--- src/rtl/lsu_bus_initiator_if.sv ---
// Bundles the core request/completion channel and the dr/dw data bus of the
// load/store unit. The master side is the bus initiator; the slave side is the
// core together with the memory responder.
interface lsu_bus_if #(
    parameter int RESP_WIDTH = 2
);
    // core request
    logic                  req_valid;
    logic                  req_ready;
    logic                  req_write;
    logic [2:0]            req_funct3;
    logic [31:0]           req_addr;
    logic [31:0]           req_wdata;
    // core completion
    logic                  done_valid;
    logic [1:0]            done_err;
    logic [31:0]           done_rdata;
    // data read channel
    logic                  dr_addr_valid;
    logic                  dr_addr_ready;
    logic [31:0]           dr_addr;
    logic                  dr_data_valid;
    logic                  dr_data_ready;
    logic [31:0]           dr_data;
    // data write channel
    logic                  dw_data_addr_valid;
    logic                  dw_data_addr_ready;
    logic [31:0]           dw_addr;
    logic [31:0]           dw_data;
    logic [3:0]            dw_strobe;
    logic                  dw_resp_valid;
    logic                  dw_resp_ready;
    logic [RESP_WIDTH-1:0] dw_resp;

    modport master (
        input  req_valid, req_write, req_funct3, req_addr, req_wdata,
        output req_ready,
        output done_valid, done_err, done_rdata,
        output dr_addr_valid, dr_addr, dr_data_ready,
        input  dr_addr_ready, dr_data_valid, dr_data,
        output dw_data_addr_valid, dw_addr, dw_data, dw_strobe, dw_resp_ready,
        input  dw_data_addr_ready, dw_resp_valid, dw_resp
    );

    modport slave (
        output req_valid, req_write, req_funct3, req_addr, req_wdata,
        input  req_ready,
        input  done_valid, done_err, done_rdata,
        input  dr_addr_valid, dr_addr, dr_data_ready,
        output dr_addr_ready, dr_data_valid, dr_data,
        input  dw_data_addr_valid, dw_addr, dw_data, dw_strobe, dw_resp_ready,
        output dw_data_addr_ready, dw_resp_valid, dw_resp
    );
endinterface

--- src/rtl/lsu_bus_initiator.sv ---
// Data-side bus initiator of the copperv core. Accepts one load/store at a
// time, issues a word-aligned transfer on dr or dw with byte strobes, and
// returns extended load data plus an error code as a one-cycle done pulse.
module lsu_bus_initiator #(
    parameter int RESP_WIDTH = 2,
    parameter int RESP_OK    = 0,
    parameter int TIMEOUT    = 255
) (
    input logic       clk,
    input logic       rst,
    lsu_bus_if.master bus
);

    typedef enum logic [2:0] {IDLE, RADDR, RDATA, WREQ, WRESP} state_t;

    localparam logic [1:0]            ERR_OK       = 2'd0;
    localparam logic [1:0]            ERR_MISALIGN = 2'd1;
    localparam logic [1:0]            ERR_BUS      = 2'd2;
    localparam logic [1:0]            ERR_TIMEOUT  = 2'd3;
    localparam logic [7:0]            TIMEOUT_LIM  = 8'(TIMEOUT);
    localparam logic [RESP_WIDTH-1:0] RESP_OK_V    = RESP_WIDTH'(RESP_OK);

    state_t     state;
    logic [2:0] funct3_q;
    logic [1:0] off_q;
    logic [7:0] wait_cnt;
    logic       expire;

    // Size is funct3[1:0]: 00 byte, 01 half, anything else is a word access.
    function automatic logic misaligned(input logic [2:0] f3, input logic [1:0] off);
        case (f3[1:0])
            2'b00:   misaligned = 1'b0;
            2'b01:   misaligned = off[0];
            default: misaligned = (off != 2'b00);
        endcase
    endfunction

    function automatic logic [3:0] lane_strobe(input logic [2:0] f3, input logic [1:0] off);
        case (f3[1:0])
            2'b00:   lane_strobe = 4'b0001 << off;
            2'b01:   lane_strobe = 4'b0011 << off;
            default: lane_strobe = 4'b1111;
        endcase
    endfunction

    // Replicating the low bytes puts the store data on every lane, so the
    // strobe alone selects where it lands.
    function automatic logic [31:0] lane_data(input logic [2:0] f3, input logic [31:0] wdata);
        case (f3[1:0])
            2'b00:   lane_data = {4{wdata[7:0]}};
            2'b01:   lane_data = {2{wdata[15:0]}};
            default: lane_data = wdata;
        endcase
    endfunction

    // funct3[2] selects zero extension (BU/HU); otherwise sign extension.
    function automatic logic [31:0] load_extend(input logic [2:0] f3, input logic [1:0] off,
                                                input logic [31:0] word);
        logic [31:0]        sh;
        logic signed [7:0]  b_s;
        logic signed [15:0] h_s;
        sh  = word >> {off, 3'b000};
        b_s = sh[7:0];
        h_s = sh[15:0];
        case (f3[1:0])
            2'b00:   load_extend = f3[2] ? {24'b0, sh[7:0]}  : 32'(b_s);
            2'b01:   load_extend = f3[2] ? {16'b0, sh[15:0]} : 32'(h_s);
            default: load_extend = word;
        endcase
    endfunction

    // A pending handshake gives up on the cycle the wait count reaches TIMEOUT.
    assign expire = (TIMEOUT != 0) && (wait_cnt == TIMEOUT_LIM - 8'd1);

    // Requests are taken only when idle and out of reset.
    assign bus.req_ready = rst && (state == IDLE);

    // Transaction sequencer with registered bus and completion outputs.
    always_ff @(posedge clk) begin
        if (!rst) begin
            state                  <= IDLE;
            funct3_q               <= 3'b0;
            off_q                  <= 2'b0;
            wait_cnt               <= 8'd0;
            bus.done_valid         <= 1'b0;
            bus.done_err           <= ERR_OK;
            bus.done_rdata         <= 32'b0;
            bus.dr_addr_valid      <= 1'b0;
            bus.dr_addr            <= 32'b0;
            bus.dr_data_ready      <= 1'b0;
            bus.dw_data_addr_valid <= 1'b0;
            bus.dw_addr            <= 32'b0;
            bus.dw_data            <= 32'b0;
            bus.dw_strobe          <= 4'b0;
            bus.dw_resp_ready      <= 1'b0;
        end else begin
            bus.done_valid <= 1'b0;
            bus.done_err   <= ERR_OK;
            bus.done_rdata <= 32'b0;
            case (state)
                IDLE: begin
                    if (bus.req_valid) begin
                        funct3_q <= bus.req_funct3;
                        off_q    <= bus.req_addr[1:0];
                        wait_cnt <= 8'd0;
                        if (misaligned(bus.req_funct3, bus.req_addr[1:0])) begin
                            bus.done_valid <= 1'b1;
                            bus.done_err   <= ERR_MISALIGN;
                        end else if (bus.req_write) begin
                            state                  <= WREQ;
                            bus.dw_data_addr_valid <= 1'b1;
                            bus.dw_addr            <= {bus.req_addr[31:2], 2'b00};
                            bus.dw_data            <= lane_data(bus.req_funct3, bus.req_wdata);
                            bus.dw_strobe          <= lane_strobe(bus.req_funct3, bus.req_addr[1:0]);
                        end else begin
                            state             <= RADDR;
                            bus.dr_addr_valid <= 1'b1;
                            bus.dr_addr       <= {bus.req_addr[31:2], 2'b00};
                        end
                    end
                end
                RADDR: begin
                    if (bus.dr_addr_ready) begin
                        state             <= RDATA;
                        bus.dr_addr_valid <= 1'b0;
                        bus.dr_data_ready <= 1'b1;
                        wait_cnt          <= 8'd0;
                    end else if (expire) begin
                        state             <= IDLE;
                        bus.dr_addr_valid <= 1'b0;
                        bus.done_valid    <= 1'b1;
                        bus.done_err      <= ERR_TIMEOUT;
                    end else begin
                        wait_cnt <= wait_cnt + 8'd1;
                    end
                end
                RDATA: begin
                    if (bus.dr_data_valid) begin
                        state             <= IDLE;
                        bus.dr_data_ready <= 1'b0;
                        bus.done_valid    <= 1'b1;
                        bus.done_rdata    <= load_extend(funct3_q, off_q, bus.dr_data);
                    end else if (expire) begin
                        state             <= IDLE;
                        bus.dr_data_ready <= 1'b0;
                        bus.done_valid    <= 1'b1;
                        bus.done_err      <= ERR_TIMEOUT;
                    end else begin
                        wait_cnt <= wait_cnt + 8'd1;
                    end
                end
                WREQ: begin
                    if (bus.dw_data_addr_ready) begin
                        state                  <= WRESP;
                        bus.dw_data_addr_valid <= 1'b0;
                        bus.dw_resp_ready      <= 1'b1;
                        wait_cnt               <= 8'd0;
                    end else if (expire) begin
                        state                  <= IDLE;
                        bus.dw_data_addr_valid <= 1'b0;
                        bus.done_valid         <= 1'b1;
                        bus.done_err           <= ERR_TIMEOUT;
                    end else begin
                        wait_cnt <= wait_cnt + 8'd1;
                    end
                end
                WRESP: begin
                    if (bus.dw_resp_valid) begin
                        state             <= IDLE;
                        bus.dw_resp_ready <= 1'b0;
                        bus.done_valid    <= 1'b1;
                        bus.done_err      <= (bus.dw_resp != RESP_OK_V) ? ERR_BUS : ERR_OK;
                    end else if (expire) begin
                        state             <= IDLE;
                        bus.dw_resp_ready <= 1'b0;
                        bus.done_valid    <= 1'b1;
                        bus.done_err      <= ERR_TIMEOUT;
                    end else begin
                        wait_cnt <= wait_cnt + 8'd1;
                    end
                end
                default: state <= IDLE;
            endcase
        end
    end

endmodule

--- src/flat_wrapper.sv ---
// flat-port wrapper written by rule: the top's interface ports become plain ports
module lsu_bus_initiator_flat 
#(
    parameter int RESP_WIDTH = 2,
    parameter int RESP_OK    = 0,
    parameter int TIMEOUT    = 255
)
  (clk, rst, bus_req_valid, bus_req_write, bus_req_funct3, bus_req_addr, bus_req_wdata, bus_req_ready, bus_done_valid, bus_done_err, bus_done_rdata, bus_dr_addr_valid, bus_dr_addr, bus_dr_data_ready, bus_dr_addr_ready, bus_dr_data_valid, bus_dr_data, bus_dw_data_addr_valid, bus_dw_addr, bus_dw_data, bus_dw_strobe, bus_dw_resp_ready, bus_dw_data_addr_ready, bus_dw_resp_valid, bus_dw_resp);
  lsu_bus_if #(.RESP_WIDTH(RESP_WIDTH)) bus_i ();
  input logic clk;
  input logic rst;
  input wire logic [$bits(bus_i.req_valid)-1:0] bus_req_valid;
  input wire logic [$bits(bus_i.req_write)-1:0] bus_req_write;
  input wire logic [$bits(bus_i.req_funct3)-1:0] bus_req_funct3;
  input wire logic [$bits(bus_i.req_addr)-1:0] bus_req_addr;
  input wire logic [$bits(bus_i.req_wdata)-1:0] bus_req_wdata;
  output wire logic [$bits(bus_i.req_ready)-1:0] bus_req_ready;
  output wire logic [$bits(bus_i.done_valid)-1:0] bus_done_valid;
  output wire logic [$bits(bus_i.done_err)-1:0] bus_done_err;
  output wire logic [$bits(bus_i.done_rdata)-1:0] bus_done_rdata;
  output wire logic [$bits(bus_i.dr_addr_valid)-1:0] bus_dr_addr_valid;
  output wire logic [$bits(bus_i.dr_addr)-1:0] bus_dr_addr;
  output wire logic [$bits(bus_i.dr_data_ready)-1:0] bus_dr_data_ready;
  input wire logic [$bits(bus_i.dr_addr_ready)-1:0] bus_dr_addr_ready;
  input wire logic [$bits(bus_i.dr_data_valid)-1:0] bus_dr_data_valid;
  input wire logic [$bits(bus_i.dr_data)-1:0] bus_dr_data;
  output wire logic [$bits(bus_i.dw_data_addr_valid)-1:0] bus_dw_data_addr_valid;
  output wire logic [$bits(bus_i.dw_addr)-1:0] bus_dw_addr;
  output wire logic [$bits(bus_i.dw_data)-1:0] bus_dw_data;
  output wire logic [$bits(bus_i.dw_strobe)-1:0] bus_dw_strobe;
  output wire logic [$bits(bus_i.dw_resp_ready)-1:0] bus_dw_resp_ready;
  input wire logic [$bits(bus_i.dw_data_addr_ready)-1:0] bus_dw_data_addr_ready;
  input wire logic [$bits(bus_i.dw_resp_valid)-1:0] bus_dw_resp_valid;
  input wire logic [$bits(bus_i.dw_resp)-1:0] bus_dw_resp;
  assign bus_i.req_valid = bus_req_valid;
  assign bus_i.req_write = bus_req_write;
  assign bus_i.req_funct3 = bus_req_funct3;
  assign bus_i.req_addr = bus_req_addr;
  assign bus_i.req_wdata = bus_req_wdata;
  assign bus_req_ready = bus_i.req_ready;
  assign bus_done_valid = bus_i.done_valid;
  assign bus_done_err = bus_i.done_err;
  assign bus_done_rdata = bus_i.done_rdata;
  assign bus_dr_addr_valid = bus_i.dr_addr_valid;
  assign bus_dr_addr = bus_i.dr_addr;
  assign bus_dr_data_ready = bus_i.dr_data_ready;
  assign bus_i.dr_addr_ready = bus_dr_addr_ready;
  assign bus_i.dr_data_valid = bus_dr_data_valid;
  assign bus_i.dr_data = bus_dr_data;
  assign bus_dw_data_addr_valid = bus_i.dw_data_addr_valid;
  assign bus_dw_addr = bus_i.dw_addr;
  assign bus_dw_data = bus_i.dw_data;
  assign bus_dw_strobe = bus_i.dw_strobe;
  assign bus_dw_resp_ready = bus_i.dw_resp_ready;
  assign bus_i.dw_data_addr_ready = bus_dw_data_addr_ready;
  assign bus_i.dw_resp_valid = bus_dw_resp_valid;
  assign bus_i.dw_resp = bus_dw_resp;
  lsu_bus_initiator #(.RESP_WIDTH(RESP_WIDTH), .RESP_OK(RESP_OK), .TIMEOUT(TIMEOUT)) u_core (.clk(clk), .rst(rst), .bus(bus_i));
endmodule
--- config.mk ---
export PLATFORM = sky130hd
export DESIGN_NAME = lsu_bus_initiator_flat
export DESIGN_NICKNAME = d
export VERILOG_FILES = /design/src/rtl/lsu_bus_initiator_if.sv /design/src/rtl/lsu_bus_initiator.sv /design/src/flat_wrapper.sv
export SDC_FILE = /design/constraint.sdc
export NUM_CORES = 1
export LEC_CHECK = 0
export CORE_ASPECT_RATIO = 0.9
export CORE_MARGIN = 4
export CORE_UTILIZATION = 40
export DETAILED_ROUTE_END_ITERATION = 10
export PLACE_DENSITY = 0.77
export SYNTH_ARGS = -nofsm -noshare
export SYNTH_HDL_FRONTEND = slang
export SYNTH_SLANG_ARGS = --single-unit
--- constraint.sdc ---
create_clock -name clk -period 1.5 [get_ports clk]
set_input_delay 0.225 -clock clk [delete_from_list [all_inputs] [get_ports clk]]
set_output_delay 0.225 -clock clk [all_outputs]
set_load 0.1 [all_outputs]
==> impl_metrics.tcl, run 1 <==
set metrics [dict create \
    status "complete, but fails checks" \
    violations "negative setup slack" \
    dp.cells 1223 \
    area_delta_synth_final_pct 101 \
    cts_sinks 151 \
    holdWs_ns 0.320 \
    core_area_um2 16100 \
    numCtsBuffers 17 \
    grt_pass1_wl_mm 40.7 \
    initial_core_util_pct 40.7 \
    diodes 0 \
    gp_congestion 0.886 \
    fp.dieH_um 130 \
    num_vias 7433 \
    detail_route.drc_violations 0 \
    synth_common_cells "199 x nand2_1, 151 x dfxtp_1, 46 x a21boi_1" \
    yosysSeqAreaShare_pct 46.0 \
    finClkSkew_ns 0.00608 \
    seqPwrFrac_pct 33.2 \
    synthArstFlopShare_pct 0 \
    arrival_ns 2.12 \
    hold_start "rst" \
    layout.nets 1192 \
    synth_area_leaders "dfxtp_1 46%, nand2_1 11%, mux2i_1 5.3%" \
    clock_power_share_pct 35.3 \
    cts_tree "done" \
    ys_types 53 \
    cts_root_buf "clkbuf_16" \
    synth_top_area_share_pct 46.0 \
    total_power_mw 13.3 \
    hold_buffers 0 \
    wirelength_mm 29.3 \
    p_sw_mw 4.47 \
    fp-row-count 44 \
    drive_above_1_share_pct 42.5 \
    synth_ff_type "dfxtp_1" \
    sw_frac_of_total_pct 33.7 \
    startpoint_type "flip-flop" \
    synth_edf_count 0 \
    cp_slowest_stage_delay_ns 0.37 \
    fmax_ghz 0.560 \
    internal_power_mw 8.82 \
    vias_per_cell 5.72 \
    timing.setup.tns_ns -22.22 \
    grt_usage_pct 28.8 \
    worstMarginPinSlew_ns 0.737 \
    timing.final.crit_share_pct 119 \
    drt_first_pass_iters 5 \
    max_cap_viol_count 0 \
    p_comb_share_pct 31.6 \
    synth_top_area_cell "dfxtp_1" \
    pin_count 249 \
    drv_slew 0 \
    endpoint_kind "flip-flop" \
    drtAntennaViolNets 0 \
    min_path_type "input pin to flip-flop" \
    stdcell_count 1300 \
    routedWlPerCell_um 22.5 \
    path_clk_slew_ns 0.06 \
    detailedPlacementHpwl_mm 17.0 \
    critPathSlowestCell "dfxtp_4" \
    clockBufferDepth 2 \
    crit_fanout 6 \
    final_util_pct 81.9 \
    h-tree-depth 4 \
    crit_type "flip-flop to flip-flop" \
    rsz0062_at_grt "true" \
    synth_seq_cells 151 \
    dp_slack_ns -0.695 \
    power_density_nw_per_um2 1010 \
    numPortBuffers 244 \
    period_minus_slack_ns 1.79 \
    grt_pass1_vias 7342 \
    dieArea_um2 18500 \
    crit_start "u_core.state[1]" \
    syn_area_um2 6570 \
    fin_ws_ns -0.286 \
    insertion_delay_ns 0.42 \
    nFillCells 870 \
    hold_viol 0 \
    synthCells 749 \
    grt_max_degree 46 \
    synth.most_common_cell "nand2_1" \
    slew-limit-headroom_pct 50.7 \
    p_leak_nw 5.44 \
    antenna_found_initial 0 \
    die_w_um 143 \
    path_cells "nor4b_4, nand2_2, nor2_4, buf_8, buf_12, o211ai_1, a21boi_1" \
    dr.first_iter.drc_count 580 \
    postPlaceCellArea_um2 11100 \
    irDropWorstVdd_uv 810 \
    ys_warn_count 0 \
    grt_overflow 0 \
    cp.required_ns 1.84 \
    final_area_um2 13200 \
    finalSetupViolations 129 \
    rr_startpoint "u_core.state[1]" \
    synth_area_per_cell_um2 8.77 \
]
## cell usage in the layout (no fill, tap or decap), types with 5 or more instances in the layout
master,netlist,final
o211a_1,17,17
nand2_2,0,41
dfxtp_1,151,146
nor3_1,8,7
a21o_1,17,17
a21oi_1,25,22
buf_12,0,150
a21boi_1,46,47
clkbuf_16,0,20
inv_1,7,5
buf_16,0,11
o21ai_0,24,23
nand3_2,0,7
a22oi_1,8,8
nand2_4,0,37
clkdlybuf4s50_1,0,107
nor2_1,31,26
a21boi_2,0,31
o211ai_1,11,11
buf_6,3,15
buf_4,15,76
nor2_4,0,5
mux2i_1,35,34
nand2_1,199,121
o221a_2,10,10
## per-layer routing
metal | track usage [%] | up-vias | routed length, um
met1 | 32.2 | 3563 | 10200
met5 | 0 | - | 0
met3 | 9.45 | 102 | 3110
li1 | - | 3294 | -
met2 | 49.9 | 474 | 14700
met4 | 13.2 | 0 | 1250
## timing repair
action / CTS / global route
cloned: 17 / 3
endpoints found under the setup margin: 138 / 147
pin swaps: 65 / 60
setup buffers: 25 / 6
gates resized for setup: 144 / 123
## power groups by stage
| stage | sequential (mW) | combinational, mW | clock, mW |
|---|---|---|---|
| global placement | 4.46 | 3.42 | 0 |
| floorplan | 5.47 | 0.924 | 0 |
| CTS | 4.39 | 3.95 | 4.70 |
| global route | 4.42 | 4.33 | 4.90 |
| finish | 4.41 | 4.20 | 4.68 |
| detailed placement | 4.47 | 3.46 | 0 |
## worst max-delay path, delay by kind of cell (launching register included)
family | cells | cell delay [ns]
AO/OA/AOI/OAI | 2 | 0.33
buffers and inverters | 2 | 0.33
flip-flops | 1 | 0.37
AND/OR/NAND/NOR | 3 | 0.68
## layout make-up
cell class	instances	area, um^2	area share [%]
clock inverter	13	195	1.48
tap	207	259	1.96
inverter	8	30.0	0.227
sequential	151	3030	23.0
clock buffer	18	439	3.32
multi-input combinational	536	4000	30.3
timing repair buffer	367	5260	39.8
## path summary, 6_finish.rpt
check / end / slack [ns] / cells after the start
worst min-delay path: u_core.bus.done_rdata[12] / 0.32 / 4
worst max register to register: u_core.bus.dw_data[31] / -0.29 / 7
worst max-delay path: u_core.bus.dw_data[31] / -0.29 / 7
worst min register to register: u_core.bus.dw_addr[26] / 0.49 / 2
## cell families after synthesis
kind of cell / after synthesis / synth area share, %
adders and majority gates: 2 / 0.381
muxes: 36 / 5.68
and+or+nand+nor: 277 / 17.9
DFF: 151 / 46.0
other: 1 / 0.0571
buffers and inverters: 66 / 5.28
xor gates and xnor gates: 1 / 0.133
AOI/OAI and AO/OA: 215 / 24.5
## registers in the layout (all words and copies together) (netlist names)
| register | cells |
|---|---|
| u_core.state | 3 |
| u_core.bus.done_rdata | 32 |
| u_core.bus.done_err | 2 |
| u_core.bus.dr_addr | 30 |
| u_core.bus.dr_data_ready | 1 |
| u_core.bus.done_valid | 1 |
| u_core.bus.dw_data_addr_valid | 1 |
| u_core.bus.dw_addr | 30 |
| u_core.bus.dw_strobe | 4 |
| u_core.bus.dr_addr_valid | 1 |
| u_core.bus.dw_resp_ready | 1 |
| u_core.off_q | 2 |
| u_core.bus.dw_data | 32 |
| u_core.wait_cnt | 8 |
| u_core.funct3_q | 3 |
No activity file was read; power rests on OpenSTA's default activity.
==> run 2, diff against run 1 <==
--- a/config.mk
+++ b/config.mk
@@ -5,6 +5,7 @@
 export SDC_FILE = /design/constraint.sdc
 export NUM_CORES = 1
 export LEC_CHECK = 0
+export CAP_MARGIN = 20
 export CORE_ASPECT_RATIO = 0.9
 export CORE_MARGIN = 4
 export CORE_UTILIZATION = 40
==> results of run 2 <==
Same layout as run 1: the final DEF is identical, and so are final timing and power.
